## config.mk

```make
export PLATFORM = sky130hd
export DESIGN_NAME = piso_shift_reg
export DESIGN_NICKNAME = d
export VERILOG_FILES = /design/src/rtl/piso_shift_reg.sv
export SDC_FILE = /design/constraint.sdc
export NUM_CORES = 1
export LEC_CHECK = 0
export BUFFER_PORTS_ARGS = -buffer_cell sky130_fd_sc_hd__buf_2
export CORE_MARGIN = 4
export CORE_UTILIZATION = 55
export CTS_CLUSTER_SIZE = 40
export DETAILED_ROUTE_END_ITERATION = 6
export PLACE_DENSITY = 0.88
export SLEW_MARGIN = 15
export SYNTH_ARGS = -nofsm -noshare
export SYNTH_HDL_FRONTEND = slang
export SYNTH_SLANG_ARGS = --single-unit
```

## constraint.sdc

```tcl
create_clock -name clk -period 2.2 [get_ports clk]
set_clock_uncertainty 0.15 [all_clocks]
set_input_delay 0.33 -clock clk [delete_from_list [all_inputs] [get_ports clk]]
set_output_delay 0.33 -clock clk [all_outputs]
set_load 0.005 [all_outputs]
```

## src/rtl/piso_shift_reg.sv

```systemverilog
// piso_shift_reg: parallel-in serial-out shift register.
// Words arrive on a valid/ready handshake and leave one bit per shift_en strobe.
// A one-word holding buffer lets the producer hand over the next word while the
// current one is still shifting, so consecutive words stream without a gap.
module piso_shift_reg #(
  parameter int WIDTH      = 8,
  parameter bit MSB_FIRST  = 1'b1,
  parameter bit IDLE_LEVEL = 1'b0
) (
  input  logic             clk,
  input  logic             rst,
  input  logic             load_valid,
  output logic             load_ready,
  input  logic [WIDTH-1:0] load_data,
  input  logic             shift_en,
  output logic             sout,
  output logic             sout_valid,
  output logic             last_bit,
  output logic             busy
);

  localparam int               CNT_W   = $clog2(WIDTH);
  localparam logic [CNT_W-1:0] CNT_TOP = CNT_W'(WIDTH - 1);

  localparam logic [0:0] ST_IDLE  = 1'b0;
  localparam logic [0:0] ST_SHIFT = 1'b1;

  logic [0:0]       state;
  logic [WIDTH-1:0] shifter;
  logic [WIDTH-1:0] shifted;
  logic [CNT_W-1:0] cnt;
  logic [WIDTH-1:0] hold_buf;
  logic             buf_full;

  logic             in_shift;
  logic             accept;
  logic             word_end;
  logic             buf_load;
  logic             buf_drain;

  assign in_shift = (state == ST_SHIFT);
  assign accept   = load_valid && load_ready;
  assign word_end = in_shift && shift_en && (cnt == '0);

  // The buffer only captures a word accepted mid-word; an accept that lands on
  // the end-of-word edge goes straight into the shifter instead.
  assign buf_load  = accept && in_shift && !word_end;
  assign buf_drain = word_end && buf_full;

  // Next shifter contents: move one place toward the output end, zero fill.
  always_comb begin
    shifted = shifter;
    if (MSB_FIRST) begin
      shifted = {shifter[WIDTH-2:0], 1'b0};
    end else begin
      shifted = {1'b0, shifter[WIDTH-1:1]};
    end
  end

  // Outputs depend only on registered state, never directly on inputs.
  assign load_ready = !buf_full;
  assign sout_valid = in_shift;
  assign last_bit   = in_shift && (cnt == '0);
  assign busy       = in_shift || buf_full;
  assign sout       = in_shift ? (MSB_FIRST ? shifter[WIDTH-1] : shifter[0])
                               : IDLE_LEVEL;

  // Control FSM, shifter and bit counter; end of word prefers the buffered word,
  // then a same-edge accept, otherwise drops back to idle.
  always_ff @(posedge clk or posedge rst) begin
    if (rst) begin
      state   <= ST_IDLE;
      shifter <= '0;
      cnt     <= '0;
    end else begin
      case (state)
        ST_IDLE: begin
          if (accept) begin
            shifter <= load_data;
            cnt     <= CNT_TOP;
            state   <= ST_SHIFT;
          end
        end
        ST_SHIFT: begin
          if (shift_en) begin
            if (cnt != '0) begin
              shifter <= shifted;
              cnt     <= cnt - 1'b1;
            end else if (buf_full) begin
              shifter <= hold_buf;
              cnt     <= CNT_TOP;
            end else if (accept) begin
              shifter <= load_data;
              cnt     <= CNT_TOP;
            end else begin
              state <= ST_IDLE;
            end
          end
        end
        default: begin
          state <= ST_IDLE;
        end
      endcase
    end
  end

  // Holding buffer: filled by a mid-word accept, emptied when the shifter takes it.
  always_ff @(posedge clk or posedge rst) begin
    if (rst) begin
      hold_buf <= '0;
      buf_full <= 1'b0;
    end else if (buf_drain) begin
      buf_full <= 1'b0;
    end else if (buf_load) begin
      hold_buf <= load_data;
      buf_full <= 1'b1;
    end
  end

endmodule

```

* After elaboration in Yosys (flattened, before gate mapping) *
Index checks and enable logic that the tools add are counted.

word-level totals
  input port bits = 12
  word-level logic and storage cells = 41
  output and inout bits = 5
  flip-flop bits (word level) = 21

cells by class
  muxes and demuxes = 18
  bitwise gates (word level) = 2
  reductions and logical operators = 14
  $add $sub $neg = 1
  equal/unequal tests = 1

operators by type and width
  cell                                                                 count
  8-bit 2-to-1 mux                                                     4
  8-bit case mux with 2 select lines                                   1
  3-bit 2-to-1 mux                                                     4
  1-bit logical AND                                                    7
  1-bit 2-to-1 mux                                                     7
  3-bit case mux with 2 select lines                                   1
  3-bit zero test                                                      1
  3-bit nonzero test                                                   1
  3-bit by 1-bit subtractor with 3-bit output (second input constant)  1
  1-bit zero test                                                      2
  2-bit inequality test (second input constant)                        1
  1-bit NOT                                                            2
  1-bit case mux with 2 select lines                                   1
  2-bit AND reduction                                                  1
  2-bit nonzero test                                                   1
  1-bit logical OR                                                     1

* Logic depth before layout (Yosys ltp) *
Gate-level depths: netlist of run 1.

  depth after elaboration = 7
  depth in mapped cells = 6
  gate-level depth less buffers = 5

* Least setup slack after synthesis of run 1 *
No wires, ideal clock.

  path type = register to register
  start = reg cnt[0]
  end = reg shifter[1]
  stages on the path, launching flop included = 6
  arrival time = 1,442 ps
  period minus slack after synthesis = 1,749 ps
  setup slack = 451 ps
  cell sequence = dfrtp_1 inv_1 ha_1 or4b_4 nand4_2 a222oi_1

between the ends
  word-level cells in the longest chain between the ends = 4

ends and longest elaborated chain
  item                                line  source
  start, declared                     31    logic [CNT_W-1:0] cnt;
  start signal, assigned              88    cnt <= cnt - 1'b1;
  3-bit nonzero test                  86    if (cnt != '0) begin
  8-bit 2-to-1 mux                    86
  8-bit 2-to-1 mux                    85    if (shift_en) begin
  8-bit case mux with 2 select lines  76    case (state)
  end signal, assigned                79    shifter <= load_data;
  end signal, assigned                87    shifter <= shifted;
  end signal, assigned                90    shifter <= hold_buf;
  end, declared                       29    logic [WIDTH-1:0] shifter;

No other way between the ends. The select of a mux whose other input is x is not followed.
A chain may end at the register's enable or synchronous reset.

* Worst setup path in the final report of run 1 *
  start = reg cnt[0]
  end = out last_bit

between the ends
  word-level cells in the longest chain between the ends = 2

ends and longest elaborated chain
  item               line  source
  3-bit zero test    63    assign last_bit = in_shift && (cnt == '0);
  1-bit logical AND  63
  end, declared      18    output logic last_bit,

No other way between the ends.

==> impl_results.html, run 1 <==
<table>
<tr><th>Metric</th><th>Value</th></tr>
<tr><th colspan="2">Run status</th></tr>
<tr><td>Status</td><td>finished, violations left</td></tr>
<tr><td>Violations in the final reports</td><td>negative hold slack</td></tr>
<tr><th colspan="2">Yosys</th></tr>
<tr><td>Cell types with the largest area share after synthesis</td><td>dfrtp_1 (45%), mux2_2 (8.7%), inv_1 (5.8%), a222oi_1 (4.3%), o21ai_0 (3.9%)</td></tr>
<tr><td>Synth area leader</td><td>dfrtp_1</td></tr>
<tr><td>Count of distinct cell types in the synthesized netlist</td><td>30</td></tr>
<tr><td>Post-synthesis instance area</td><td>1160 um^2</td></tr>
<tr><td>Seq/Total Area, Yosys</td><td>0.4531</td></tr>
<tr><td>Most common flop cell mapped by yosys</td><td>dfrtp_1</td></tr>
<tr><td>Share of flip-flops with an asynchronous set or reset</td><td>1.000</td></tr>
<tr><td>Post-synthesis mux area share</td><td>0.1046</td></tr>
<tr><td>Top post-synthesis cells by count</td><td>dfrtp_1 (21), inv_1 (18), mux2_2 (9), o21ai_0 (9), nand2_1 (6)</td></tr>
<tr><td>Post-synthesis sequential element count</td><td>21</td></tr>
<tr><td>Adder and majority gate portion of the synthesized area</td><td>0.02157</td></tr>
<tr><td>Net count after synthesis</td><td>126</td></tr>
<tr><td>Post-synth top area share</td><td>0.4531</td></tr>
<tr><td>Simple logic cell fraction of the synthesized area</td><td>0.1823</td></tr>
<tr><td>Most common cell in the netlist</td><td>dfrtp_1</td></tr>
<tr><td>Fraction of the mapped netlist area in compound gates</td><td>0.1597</td></tr>
<tr><td>Cells after synthesis</td><td>112</td></tr>
<tr><td>Number of enable-type register cells in the synthesized netlist</td><td>0</td></tr>
<tr><td>Syn avg cell area</td><td>10.36 um^2</td></tr>
<tr><td>Area share of xor/xnor cells in the synthesized design</td><td>0</td></tr>
<tr><td>Dominant combinational cell family by area after synthesis</td><td>simple AND/OR/NAND/NOR gates</td></tr>
<tr><td>YS warnings</td><td>0</td></tr>
<tr><th colspan="2">GRT</th></tr>
<tr><td>Number of global-route vias before repair</td><td>929</td></tr>
<tr><td>Global route overflow</td><td>0</td></tr>
<tr><td>Largest net degree at the start of global routing</td><td>22</td></tr>
<tr><td>Number of antenna violations at the first check in global routing</td><td>0</td></tr>
<tr><td>Total global-route track usage</td><td>0.1965</td></tr>
<tr><td>Global-route wire length before repair</td><td>4050 um</td></tr>
<tr><th colspan="2">Placement</th></tr>
<tr><td>HPWL after detailed placement</td><td>1710 um</td></tr>
<tr><td>Placed Instances</td><td>153</td></tr>
<tr><td>Buffers on Ports</td><td>16</td></tr>
<tr><td>Final Wtd Congestion</td><td>0.8780</td></tr>
<tr><th colspan="2">Drt</th></tr>
<tr><td>Detailed router's first-iteration violation count</td><td>35</td></tr>
<tr><td>Number of optimization iterations in the first detailed-route pass</td><td>5</td></tr>
<tr><td>Routed vias/inst</td><td>6.013</td></tr>
<tr><td>DRC errors left</td><td>0</td></tr>
<tr><td>Drt total wl</td><td>2369 um</td></tr>
<tr><td>Detailed-route via count</td><td>944</td></tr>
<tr><td>Detail Route Antenna Nets</td><td>0</td></tr>
<tr><td>Routed WL per cell</td><td>15.09 um</td></tr>
<tr><th colspan="2">Clocking</th></tr>
<tr><td>Cts hold-fix bufs</td><td>0</td></tr>
<tr><td>H-tree levels</td><td>1</td></tr>
<tr><td>Clock transition at the registers of the reported paths</td><td>0.13 ns</td></tr>
<tr><td>Worst-case clock buffer depth</td><td>2</td></tr>
<tr><td>Skew-Pair Late Insertion Delay</td><td>0.32 ns</td></tr>
<tr><td>Setup bufs post-CTS</td><td>0</td></tr>
<tr><td>Inserted Clock Buffers</td><td>3</td></tr>
<tr><td>Clock tree from TritonCTS</td><td>done</td></tr>
<tr><td>Count of clock tree sinks</td><td>21</td></tr>
<tr><td>Clock root buffer</td><td>clkbuf_4</td></tr>
<tr><td>Count of instances resized after the clock tree is built</td><td>0</td></tr>
<tr><th colspan="2">Power and ir drop</th></tr>
<tr><td>Total power per unit cell area</td><td>1196 nW/um^2</td></tr>
<tr><td>IR drop worst, VDD</td><td>596.4 uV</td></tr>
<tr><td>Power share of the sequential group</td><td>0.454</td></tr>
<tr><td>Sw Ratio</td><td>0.3767</td></tr>
<tr><td>P_sw</td><td>0.5857 mW</td></tr>
<tr><td>Cell internal power dissipation</td><td>0.9692 mW</td></tr>
<tr><td>Leakage</td><td>0.6284 nW</td></tr>
<tr><td>Power share of the combinational group</td><td>0.419</td></tr>
<tr><td>Clock network power share</td><td>0.127</td></tr>
<tr><th colspan="2">STA</th></tr>
<tr><td>Max-slew headroom at the worst pin</td><td>0.4637</td></tr>
<tr><td>Maximum operating frequency</td><td>0.5015 GHz</td></tr>
<tr><td>RSZ-0062 raised after global routing</td><td>false</td></tr>
<tr><td>Final setup violation count</td><td>0</td></tr>
<tr><td>Worst Hold Margin</td><td>-0.01553 ns</td></tr>
<tr><td>Slew at the pin closest to its max-slew limit</td><td>0.8035 ns</td></tr>
<tr><td>Final Hold Violating Endpoints</td><td>19</td></tr>
<tr><td>Minimum clock period after layout</td><td>1.994 ns</td></tr>
<tr><td>Max-slew violations</td><td>0</td></tr>
<tr><td>Sum of negative setup slack</td><td>0 ns</td></tr>
<tr><td>Final clock period utilization by the worst path</td><td>0.9063</td></tr>
<tr><th colspan="2">Critical path</th></tr>
<tr><td>Startpoint type of the worst setup path</td><td>flop</td></tr>
<tr><td>Data required time of the worst path</td><td>1.72 ns</td></tr>
<tr><td>CP Capture Type</td><td>output pin</td></tr>
<tr><td>Data arrival time of the critical path</td><td>1.51 ns</td></tr>
<tr><td>Worst setup path category</td><td>reg -&gt; out</td></tr>
<tr><td>Largest fanout of any net on the critical path</td><td>10</td></tr>
<tr><th colspan="2">Cells and area</th></tr>
<tr><td>Number of nets in the final layout</td><td>145</td></tr>
<tr><td>Fill count</td><td>158</td></tr>
<tr><td>Number of antenna cells inserted</td><td>0</td></tr>
<tr><td>Count of non-filler cells in the finished layout</td><td>157</td></tr>
<tr><td>Layout overhead on the synthesized area</td><td>12.08%</td></tr>
<tr><td>Layout cell share with drive strength beyond 1</td><td>0.2769</td></tr>
<tr><th colspan="2">Min path</th></tr>
<tr><td>Classification of the worst-slack hold path</td><td>in -&gt; async</td></tr>
<tr><th colspan="2">Flow run</th></tr>
<tr><td>Max-cap violations</td><td>0</td></tr>
<tr><th colspan="2">Floorplan</th></tr>
<tr><td>Std-Cell Rows</td><td>16</td></tr>
<tr><td>Core area</td><td>1982 um^2</td></tr>
<tr><td>Effective utilization at floorplan</td><td>0.5852</td></tr>
<tr><td>Top-Level Pins</td><td>17</td></tr>
<tr><td>Floorplan die area</td><td>2907 um^2</td></tr>
<tr><td>Die width</td><td>53.92 um</td></tr>
<tr><td>Die height</td><td>53.92 um</td></tr>
</table>
[power by group through the flow]
stage                     Combinational (mW)  Clock [mW]  Sequential [mW]
after floorplan                        0.558           0            0.633
after global placement                 0.621           0            0.701
after detailed placement               0.654           0            0.713
after CTS                              0.655       0.201            0.704
after global routing                   0.733       0.210            0.732
final                                  0.652       0.198            0.705
[per-stage QoR]
step           utilization  instance area, um^2  total power [mW]  setup WS [ns]
6_report            0.6559                 1300             1.555         0.2061
5_1_grt             0.6559                 1300             1.676        0.06402
4_1_cts             0.6559                 1300             1.559         0.1938
3_5_place_dp        0.6420                 1272             1.366         0.2764
3_3_place_gp        0.6420                 1272             1.322         0.3604
2_1_floorplan            -                 1160             1.191         0.4512
[state kept, by name, summed over array words and instances (netlist names)]
name	flops
buf_full	1
shifter	8
cnt	3
sout_valid	1
hold_buf	8
[per-layer routing]
layer | track usage | share of wire | vias to the layer above
li1 | - | - | 441
met1 | 0.2439 | 0.42 | 459
met2 | 0.3044 | 0.48 | 37
met3 | 0.03601 | 0.061 | 7
met4 | 0.1404 | 0.033 | 0
met5 | 0 | 0 | -
[final cells by class]
cell class / count / area (um^2) / share of cell area
multi-input combinational: 68 / 543.0 / 0.4177
tap: 27 / 33.78 / 0.02599
clock inverter: 1 / 5.005 / 0.003850
inverter: 18 / 67.56 / 0.05197
clock buffer: 3 / 22.52 / 0.01732
timing repair buffer: 19 / 102.6 / 0.07892
sequential: 21 / 525.5 / 0.4042
[logic make-up (layout without fill, tap and decap cells)]
| family | Yosys count | in the layout |
|---|---|---|
| buf+inv | 23 | 41 |
| simple gates | 29 | 29 |
| fa+ha+maj | 2 | 2 |
| mux | 11 | 11 |
| compound gates | 26 | 26 |
| flops | 21 | 21 |
[cell usage in the layout (no fill, tap or decap), types with 2 or more instances in the layout]
cell | Yosys | routed
a222oi_1 | 5 | 5
inv_1 | 18 | 18
ha_1 | 2 | 2
o22ai_1 | 2 | 2
nand2_1 | 6 | 6
a221o_1 | 2 | 2
dfrtp_1 | 21 | 21
nor2_1 | 3 | 3
mux2_2 | 9 | 9
mux2i_1 | 2 | 2
nand4_2 | 2 | 2
a21oi_1 | 3 | 3
nand2b_1 | 4 | 4
buf_4 | 0 | 3
clkbuf_4 | 0 | 3
nor2b_1 | 2 | 2
a41oi_1 | 2 | 2
or4bb_1 | 4 | 4
buf_2 | 4 | 16
o21ai_0 | 9 | 9
[worst max-delay path, stage by stage, from the launching register on]
cell	delay, ns
dfrtp_1	0.41
inv_1	0.08
ha_1	0.30
and3b_1	0.27
buf_2	0.14
[path summary, 6_finish.rpt]
path	start	end	slack, ns	cells after the start
worst max-delay path	cnt[0]	last_bit	0.21	4
worst min-delay path	rst	hold_buf[2]	-0.02	2
worst max register to register	cnt[0]	shifter[7]	0.26	5
worst min register to register	hold_buf[0]	hold_buf[0]	0.36	1
max in group asynchronous	rst	hold_buf[0]	1.41	2
min in group clk	load_data[2]	shifter[2]	0.09	3
Note: power is estimated with default switching activity, not from simulation.
==> run 2, diff against run 1 <==
Settings changed: ABC_CLOCK_PERIOD_IN_PS from default to 2200, CORE_UTILIZATION 55 to 25, PLACE_DENSITY 0.88 to 0.52.
==> impl_results.html, run 2 (synthesis gave the netlist of run 1 again) <==
<table>
<tr><th>Metric</th><th>Value</th></tr>
<tr><th colspan="2">Run status</th></tr>
<tr><td>Status</td><td>finished, final reports clean</td></tr>
<tr><th colspan="2">GRT</th></tr>
<tr><td>Number of antenna violations at the first check in global routing</td><td>0</td></tr>
<tr><td>Largest net degree at the start of global routing</td><td>22</td></tr>
<tr><td>Total global-route track usage</td><td>0.09832</td></tr>
<tr><td>Number of global-route vias before repair</td><td>984</td></tr>
<tr><td>Global route overflow</td><td>0</td></tr>
<tr><td>Global-route wire length before repair</td><td>4685 um</td></tr>
<tr><th colspan="2">Clocking</th></tr>
<tr><td>Worst-case clock buffer depth</td><td>2</td></tr>
<tr><td>Clock root buffer</td><td>clkbuf_8</td></tr>
<tr><td>Count of clock tree sinks</td><td>21</td></tr>
<tr><td>H-tree levels</td><td>1</td></tr>
<tr><td>Count of instances resized after the clock tree is built</td><td>0</td></tr>
<tr><td>Cts hold-fix bufs</td><td>1</td></tr>
<tr><td>Clock transition at the registers of the reported paths</td><td>0.08 ns</td></tr>
<tr><td>Clock tree from TritonCTS</td><td>done</td></tr>
<tr><td>Inserted Clock Buffers</td><td>3</td></tr>
<tr><td>Skew-Pair Late Insertion Delay</td><td>0.26 ns</td></tr>
<tr><td>Setup bufs post-CTS</td><td>0</td></tr>
<tr><th colspan="2">Drt</th></tr>
<tr><td>Detail Route Antenna Nets</td><td>0</td></tr>
<tr><td>Met3 wire length</td><td>115 um</td></tr>
<tr><td>Detailed-route via count</td><td>942</td></tr>
<tr><td>Top layer used by detailed routing</td><td>met4</td></tr>
<tr><td>Routed vias/inst</td><td>5.120</td></tr>
<tr><td>Number of optimization iterations in the first detailed-route pass</td><td>4</td></tr>
<tr><td>DRC errors left</td><td>0</td></tr>
<tr><td>Detailed-routed wire length on met2</td><td>1422 um</td></tr>
<tr><td>Routed WL per cell</td><td>15.01 um</td></tr>
<tr><td>Drt total wl</td><td>2762 um</td></tr>
<tr><td>Length of routed wiring on met1</td><td>1209 um</td></tr>
<tr><td>Detailed router's first-iteration violation count</td><td>29</td></tr>
<tr><th colspan="2">STA</th></tr>
<tr><td>Minimum clock period after layout</td><td>2.004 ns</td></tr>
<tr><td>Final clock period utilization by the worst path</td><td>0.9111</td></tr>
<tr><td>Sum of negative setup slack</td><td>0 ns</td></tr>
<tr><td>RSZ-0062 raised after global routing</td><td>false</td></tr>
<tr><td>Final Hold Violating Endpoints</td><td>0</td></tr>
<tr><td>Max-slew headroom at the worst pin</td><td>0.7022</td></tr>
<tr><td>Slew at the pin closest to its max-slew limit</td><td>0.4466 ns</td></tr>
<tr><td>Maximum operating frequency</td><td>0.4989 GHz</td></tr>
<tr><td>Final setup violation count</td><td>0</td></tr>
<tr><td>Max-slew violations</td><td>0</td></tr>
<tr><td>Worst setup margin</td><td>0.1956 ns</td></tr>
<tr><th colspan="2">Cells and area</th></tr>
<tr><td>Number of nets in the final layout</td><td>147</td></tr>
<tr><td>Fill count</td><td>442</td></tr>
<tr><td>Most common cell after layout, fill and taps aside</td><td>dfrtp_1</td></tr>
<tr><td>Commonest non-fill, non-tap cells in the layout</td><td>dfrtp_1 (21), inv_1 (18), buf_2 (16)</td></tr>
<tr><td>Layout overhead on the synthesized area</td><td>18.12%</td></tr>
<tr><td>Registers with the most flip-flops</td><td>hold_buf x8, shifter x8, cnt x3</td></tr>
<tr><td>Layout cell share with drive strength beyond 1</td><td>0.2803</td></tr>
<tr><td>Utilization after layout</td><td>0.3104</td></tr>
<tr><td>Number of antenna cells inserted</td><td>0</td></tr>
<tr><th colspan="2">Min path</th></tr>
<tr><td>Cell depth of the worst min-delay path</td><td>3</td></tr>
<tr><td>Worst hold start</td><td>load_data[4]</td></tr>
<tr><td>Classification of the worst-slack hold path</td><td>in -&gt; reg</td></tr>
<tr><td>Hold path endpoint</td><td>shifter[4]</td></tr>
<tr><th colspan="2">Flow run</th></tr>
<tr><td>Max-cap violations</td><td>0</td></tr>
<tr><th colspan="2">Critical path</th></tr>
<tr><td>Data arrival time of the critical path</td><td>1.98 ns</td></tr>
<tr><td>R2r worst-path depth</td><td>5</td></tr>
<tr><td>FF-to-FF setup slack</td><td>0.20 ns</td></tr>
<tr><td>End of the worst register-to-register path</td><td>shifter[2]</td></tr>
<tr><td>CP cell instances</td><td>inv_1 -&gt; ha_1 -&gt; or4b_4 -&gt; nand4_2 -&gt; a222oi_1</td></tr>
<tr><td>Slowest library cell on the worst path</td><td>or4b_4</td></tr>
<tr><td>CP Capture Type</td><td>flop</td></tr>
<tr><td>Worst setup path category</td><td>reg -&gt; reg</td></tr>
<tr><td>Largest fanout of any net on the critical path</td><td>10</td></tr>
<tr><td>Data required time of the worst path</td><td>2.18 ns</td></tr>
<tr><td>Highest cell delay on the worst timing path</td><td>0.54 ns</td></tr>
<tr><td>Startpoint type of the worst setup path</td><td>flop</td></tr>
<tr><td>Startpoint of the most critical setup path</td><td>cnt[0]</td></tr>
<tr><td>Launch point of the worst reg-to-reg path</td><td>cnt[0]</td></tr>
<tr><th colspan="2">Floorplan</th></tr>
<tr><td>Std-Cell Rows</td><td>24</td></tr>
<tr><td>Effective utilization at floorplan</td><td>0.2628</td></tr>
<tr><td>Floorplan die area</td><td>5793 um^2</td></tr>
<tr><td>Die height</td><td>76.12 um</td></tr>
<tr><td>Core area</td><td>4414 um^2</td></tr>
<tr><td>Die width</td><td>76.12 um</td></tr>
<tr><td>Top-Level Pins</td><td>17</td></tr>
<tr><th colspan="2">Power and ir drop</th></tr>
<tr><td>Leakage</td><td>0.6414 nW</td></tr>
<tr><td>Total power per unit cell area</td><td>1199 nW/um^2</td></tr>
<tr><td>IR drop worst, VDD</td><td>587.7 uV</td></tr>
<tr><th colspan="2">Placement</th></tr>
<tr><td>Buffers on Ports</td><td>16</td></tr>
<tr><td>HPWL after detailed placement</td><td>2016 um</td></tr>
<tr><td>Pre-CTS WS</td><td>0.2125 ns</td></tr>
<tr><td>Final Wtd Congestion</td><td>0.7249</td></tr>
</table>
## run 2: changes by cell type in the layout (fill, tap and decap cells not counted), sizes merged
cell         before  now
clkinvlp          0    1
buf              19   20
dlygate4sd3       0    1
clkinv            1    0
## run 2: worst max path at each step
| stage | end | depth (start not counted) |
|---|---|---|
| after floorplan | shifter[1] | 5 |
| after global placement | shifter[2] | 5 |
| after detailed placement | shifter[2] | 5 |
| after CTS | last_bit | 4 |
| after global routing | last_bit | 4 |
| final | shifter[2] | 5 |
## run 2: power breakdown
group	internal, mW	switching, mW	leakage [nW]
Combinational	0.340	0.330	0.376
Sequential	0.565	0.144	0.243
Clock	0.128	0.136	0.0217
## run 2: metrics by stage
step                hold WS [ns]  cells  total power, mW  instance area [um^2]
finish                    0.1553    184            1.643                  1370
global route              0.1538    184            1.777                  1370
CTS                       0.1524    184            1.658                  1370
detailed placement        0.2275    179            1.390                  1311
global placement          0.2221    179            1.360                  1311
floorplan                 0.1565    112            1.191                  1160
## run 2: final cells by class
class / count / area [um^2] / area share
Clock buffer: 3 / 41.29 / 0.03014
Clock inverter: 1 / 7.507 / 0.005479
Inverter: 18 / 67.56 / 0.04932
Multi-Input combinational cell: 68 / 543.0 / 0.3963
Sequential cell: 21 / 525.5 / 0.3836
Tap cell: 52 / 65.06 / 0.04749
Timing Repair Buffer: 21 / 120.1 / 0.08767
## run 2: worst max-delay path, delay by kind of cell (launching register included)
| kind | cells | cell delay, ns |
|---|---|---|
| AND/OR/NAND/NOR | 2 | 0.77 |
| flip-flops | 1 | 0.39 |
| adder cells (fa/ha/maj) | 1 | 0.33 |
| AO/OA/AOI/OAI | 1 | 0.15 |
| buffers and inverters | 1 | 0.08 |
## run 2: routing by layer
layer	track usage	vias up
met5	0	-
met1	0.1145	469
met3	0.02719	2
met4	0.01923	0
met2	0.1789	25
li1	-	446
==> run 3, diff against run 2 <==
--- a/config.mk
+++ b/config.mk
@@ -10,6 +10,6 @@
 export CORE_MARGIN = 4
-export CORE_UTILIZATION = 25
+export CORE_UTILIZATION = 55
 export CTS_CLUSTER_SIZE = 40
 export DETAILED_ROUTE_END_ITERATION = 6
-export PLACE_DENSITY = 0.52
+export PLACE_DENSITY = 0.88
 export SLEW_MARGIN = 15
==> constraint.sdc (replaced) <==
create_clock -name clk -period 2.2 [get_ports clk]
set_clock_uncertainty 0.15 [all_clocks]
set_input_delay 0.11 -clock clk [delete_from_list [all_inputs] [get_ports clk]]
set_output_delay 0.11 -clock clk [all_outputs]
set_load 0.005 [all_outputs]
==> impl_results.html, run 3 (synthesis gave the netlist of run 1 again) <==
<table>
<tr><th>Metric</th><th>Value</th></tr>
<tr><th colspan="2">Cells and area</th></tr>
<tr><td>Fill count</td><td>143</td></tr>
<tr><td>Number of antenna cells inserted</td><td>0</td></tr>
<tr><td>Commonest non-fill, non-tap cells in the layout</td><td>dfrtp_1 (21), inv_1 (18), buf_2 (16)</td></tr>
<tr><td>Layout cell share with drive strength beyond 1</td><td>0.2553</td></tr>
<tr><td>Total area of multi-input combinational cells</td><td>543.0 um^2</td></tr>
<tr><td>Non-Filler Cell Area, Final</td><td>1410 um^2</td></tr>
<tr><td>Utilization after layout</td><td>0.7115</td></tr>
<tr><td>Number of nets in the final layout</td><td>156</td></tr>
<tr><td>Seq. cell area</td><td>525.5 um^2</td></tr>
<tr><td>Layout overhead on the synthesized area</td><td>21.57%</td></tr>
<tr><td>Most common cell after layout, fill and taps aside</td><td>dfrtp_1</td></tr>
<tr><td>Registers with the most flip-flops</td><td>hold_buf x8, shifter x8, cnt x3</td></tr>
<tr><th colspan="2">STA</th></tr>
<tr><td>Max-slew headroom at the worst pin</td><td>0.4702</td></tr>
<tr><td>Max-slew violations</td><td>0</td></tr>
<tr><td>Final setup violation count</td><td>0</td></tr>
<tr><td>Minimum clock period after layout</td><td>1.949 ns</td></tr>
<tr><td>Sum of negative setup slack</td><td>0 ns</td></tr>
<tr><td>Worst setup margin</td><td>0.2507 ns</td></tr>
<tr><td>Slew at the pin closest to its max-slew limit</td><td>0.7939 ns</td></tr>
<tr><td>Maximum operating frequency</td><td>0.5130 GHz</td></tr>
<tr><td>Final clock period utilization by the worst path</td><td>0.8860</td></tr>
<tr><td>RSZ-0062 raised after global routing</td><td>false</td></tr>
<tr><td>Final Hold Violating Endpoints</td><td>0</td></tr>
<tr><th colspan="2">Drt</th></tr>
<tr><td>Drt total wl</td><td>2440 um</td></tr>
<tr><td>Routed vias/inst</td><td>5.827</td></tr>
<tr><td>Detail Route Antenna Nets</td><td>0</td></tr>
<tr><td>Number of optimization iterations in the first detailed-route pass</td><td>4</td></tr>
<tr><td>Detailed-route via count</td><td>979</td></tr>
<tr><td>DRC errors left</td><td>0</td></tr>
<tr><td>Detailed router's first-iteration violation count</td><td>28</td></tr>
<tr><td>Routed WL per cell</td><td>14.52 um</td></tr>
<tr><th colspan="2">Critical path</th></tr>
<tr><td>Slowest library cell on the worst path</td><td>or4b_4</td></tr>
<tr><td>Worst setup path category</td><td>reg -&gt; reg</td></tr>
<tr><td>CP Capture Type</td><td>flop</td></tr>
<tr><td>Highest cell delay on the worst timing path</td><td>0.53 ns</td></tr>
<tr><td>Data arrival time of the critical path</td><td>1.98 ns</td></tr>
<tr><td>Largest fanout of any net on the critical path</td><td>10</td></tr>
<tr><td>Category of cells accounting for the largest share of critical-path delay</td><td>simple AND/OR/NAND/NOR gates</td></tr>
<tr><td>Buf/Inv on CP</td><td>1</td></tr>
<tr><td>Startpoint type of the worst setup path</td><td>flop</td></tr>
<tr><td>CP cell instances</td><td>inv_1 -&gt; ha_1 -&gt; or4b_4 -&gt; nand4_2 -&gt; a222oi_1</td></tr>
<tr><td>Data required time of the worst path</td><td>2.23 ns</td></tr>
<tr><th colspan="2">GRT</th></tr>
<tr><td>Global-route wire length before repair</td><td>4209 um</td></tr>
<tr><td>Total global-route track usage</td><td>0.2033</td></tr>
<tr><td>Global route overflow</td><td>0</td></tr>
<tr><td>Largest net degree at the start of global routing</td><td>22</td></tr>
<tr><td>Number of antenna violations at the first check in global routing</td><td>0</td></tr>
<tr><td>Number of global-route vias before repair</td><td>975</td></tr>
<tr><th colspan="2">Floorplan</th></tr>
<tr><td>Floorplan die area</td><td>2907 um^2</td></tr>
<tr><td>Core area</td><td>1982 um^2</td></tr>
<tr><td>Die height</td><td>53.92 um</td></tr>
<tr><td>Die width</td><td>53.92 um</td></tr>
<tr><td>Std-Cell Rows</td><td>16</td></tr>
<tr><td>Effective utilization at floorplan</td><td>0.5852</td></tr>
<tr><td>Top-Level Pins</td><td>17</td></tr>
<tr><th colspan="2">Flow run</th></tr>
<tr><td>Max-cap violations</td><td>0</td></tr>
<tr><th colspan="2">Clocking</th></tr>
<tr><td>Count of instances resized after the clock tree is built</td><td>0</td></tr>
<tr><td>Count of clock tree sinks</td><td>21</td></tr>
<tr><td>H-tree levels</td><td>1</td></tr>
<tr><td>Worst-case clock buffer depth</td><td>2</td></tr>
<tr><td>Cts hold-fix bufs</td><td>11</td></tr>
<tr><td>Clock root buffer</td><td>clkbuf_4</td></tr>
<tr><td>Clock tree from TritonCTS</td><td>done</td></tr>
<tr><td>Inserted Clock Buffers</td><td>3</td></tr>
<tr><td>Setup bufs post-CTS</td><td>0</td></tr>
<tr><td>Clock transition at the registers of the reported paths</td><td>0.12 ns</td></tr>
<tr><td>Skew-Pair Late Insertion Delay</td><td>0.31 ns</td></tr>
<tr><th colspan="2">Placement</th></tr>
<tr><td>Area post-placement</td><td>1272 um^2</td></tr>
<tr><td>HPWL after detailed placement</td><td>1710 um</td></tr>
<tr><td>Final Wtd Congestion</td><td>0.8780</td></tr>
<tr><td>Pre-CTS WS</td><td>0.2764 ns</td></tr>
<tr><td>Buffers on Ports</td><td>16</td></tr>
<tr><th colspan="2">Power and ir drop</th></tr>
<tr><td>Power Total</td><td>1.571 mW</td></tr>
<tr><td>IR drop worst, VDD</td><td>594.0 uV</td></tr>
<tr><td>Total power per unit cell area</td><td>1114 nW/um^2</td></tr>
<tr><td>Leakage</td><td>0.6719 nW</td></tr>
<tr><th colspan="2">Min path</th></tr>
<tr><td>Classification of the worst-slack hold path</td><td>in -&gt; reg</td></tr>
<tr><th colspan="2">Run status</th></tr>
<tr><td>Status</td><td>finished, final reports clean</td></tr>
</table>
[run 3: cell count changes in the layout (fill, tap and decap cells not counted), sizes merged]
| cell | before | now |
|---|---|---|
| dlygate4sd3 | 1 | 11 |
| buf | 20 | 19 |
| clkinv | 0 | 1 |
| clkinvlp | 1 | 0 |
[run 3: tightest hold or removal path: stages]
cell and delay [ns]:
buf_2 0.16, nand2b_1 0.15, o21ai_0 0.10
[run 3: layout make-up]
type	count	share of cell area
clock buffers	3	0.01597
flip-flops and latches	21	0.3727
clock inverters	1	0.003549
repair buffers	30	0.1508
multi-input cells	68	0.3851
inverters	18	0.04791
well taps	27	0.02396
[run 3: path summary, 6_finish.rpt]
path / from / to / slack (ns) / cells after the start
setup / recovery: cnt[0] / shifter[7] / 0.25 / 5
hold / removal: load_valid / sout_valid / 0.09 / 3
setup reg to reg: cnt[0] / shifter[7] / 0.25 / 5
hold reg to reg: hold_buf[0] / hold_buf[0] / 0.36 / 1
max in group asynchronous: rst / hold_buf[7] / 1.08 / 3
min in group asynchronous: rst / hold_buf[2] / 0.32 / 3
[run 3: metal layers]
layer	track usage	vias to the layer above	routed length, um
li1	-	465	-
met1	0.2500	475	1057
met5	0	-	0
met3	0.03601	7	105
met2	0.3246	32	1206
met4	0.1319	0	70
[run 3: where the power goes]
part	internal (mW)	switching, mW	total (mW)
clock network	0.0680	0.125	0.193
logic	0.354	0.317	0.672
registers	0.564	0.143	0.706
[run 3: per-stage QoR]
stage          cells  hold slack, ns
3_3_place_gp     153          0.1420
3_5_place_dp     153          0.1437
6_report         168         0.09050
2_1_floorplan    112        -0.06347
4_1_cts          168         0.05925
5_1_grt          168          0.1438
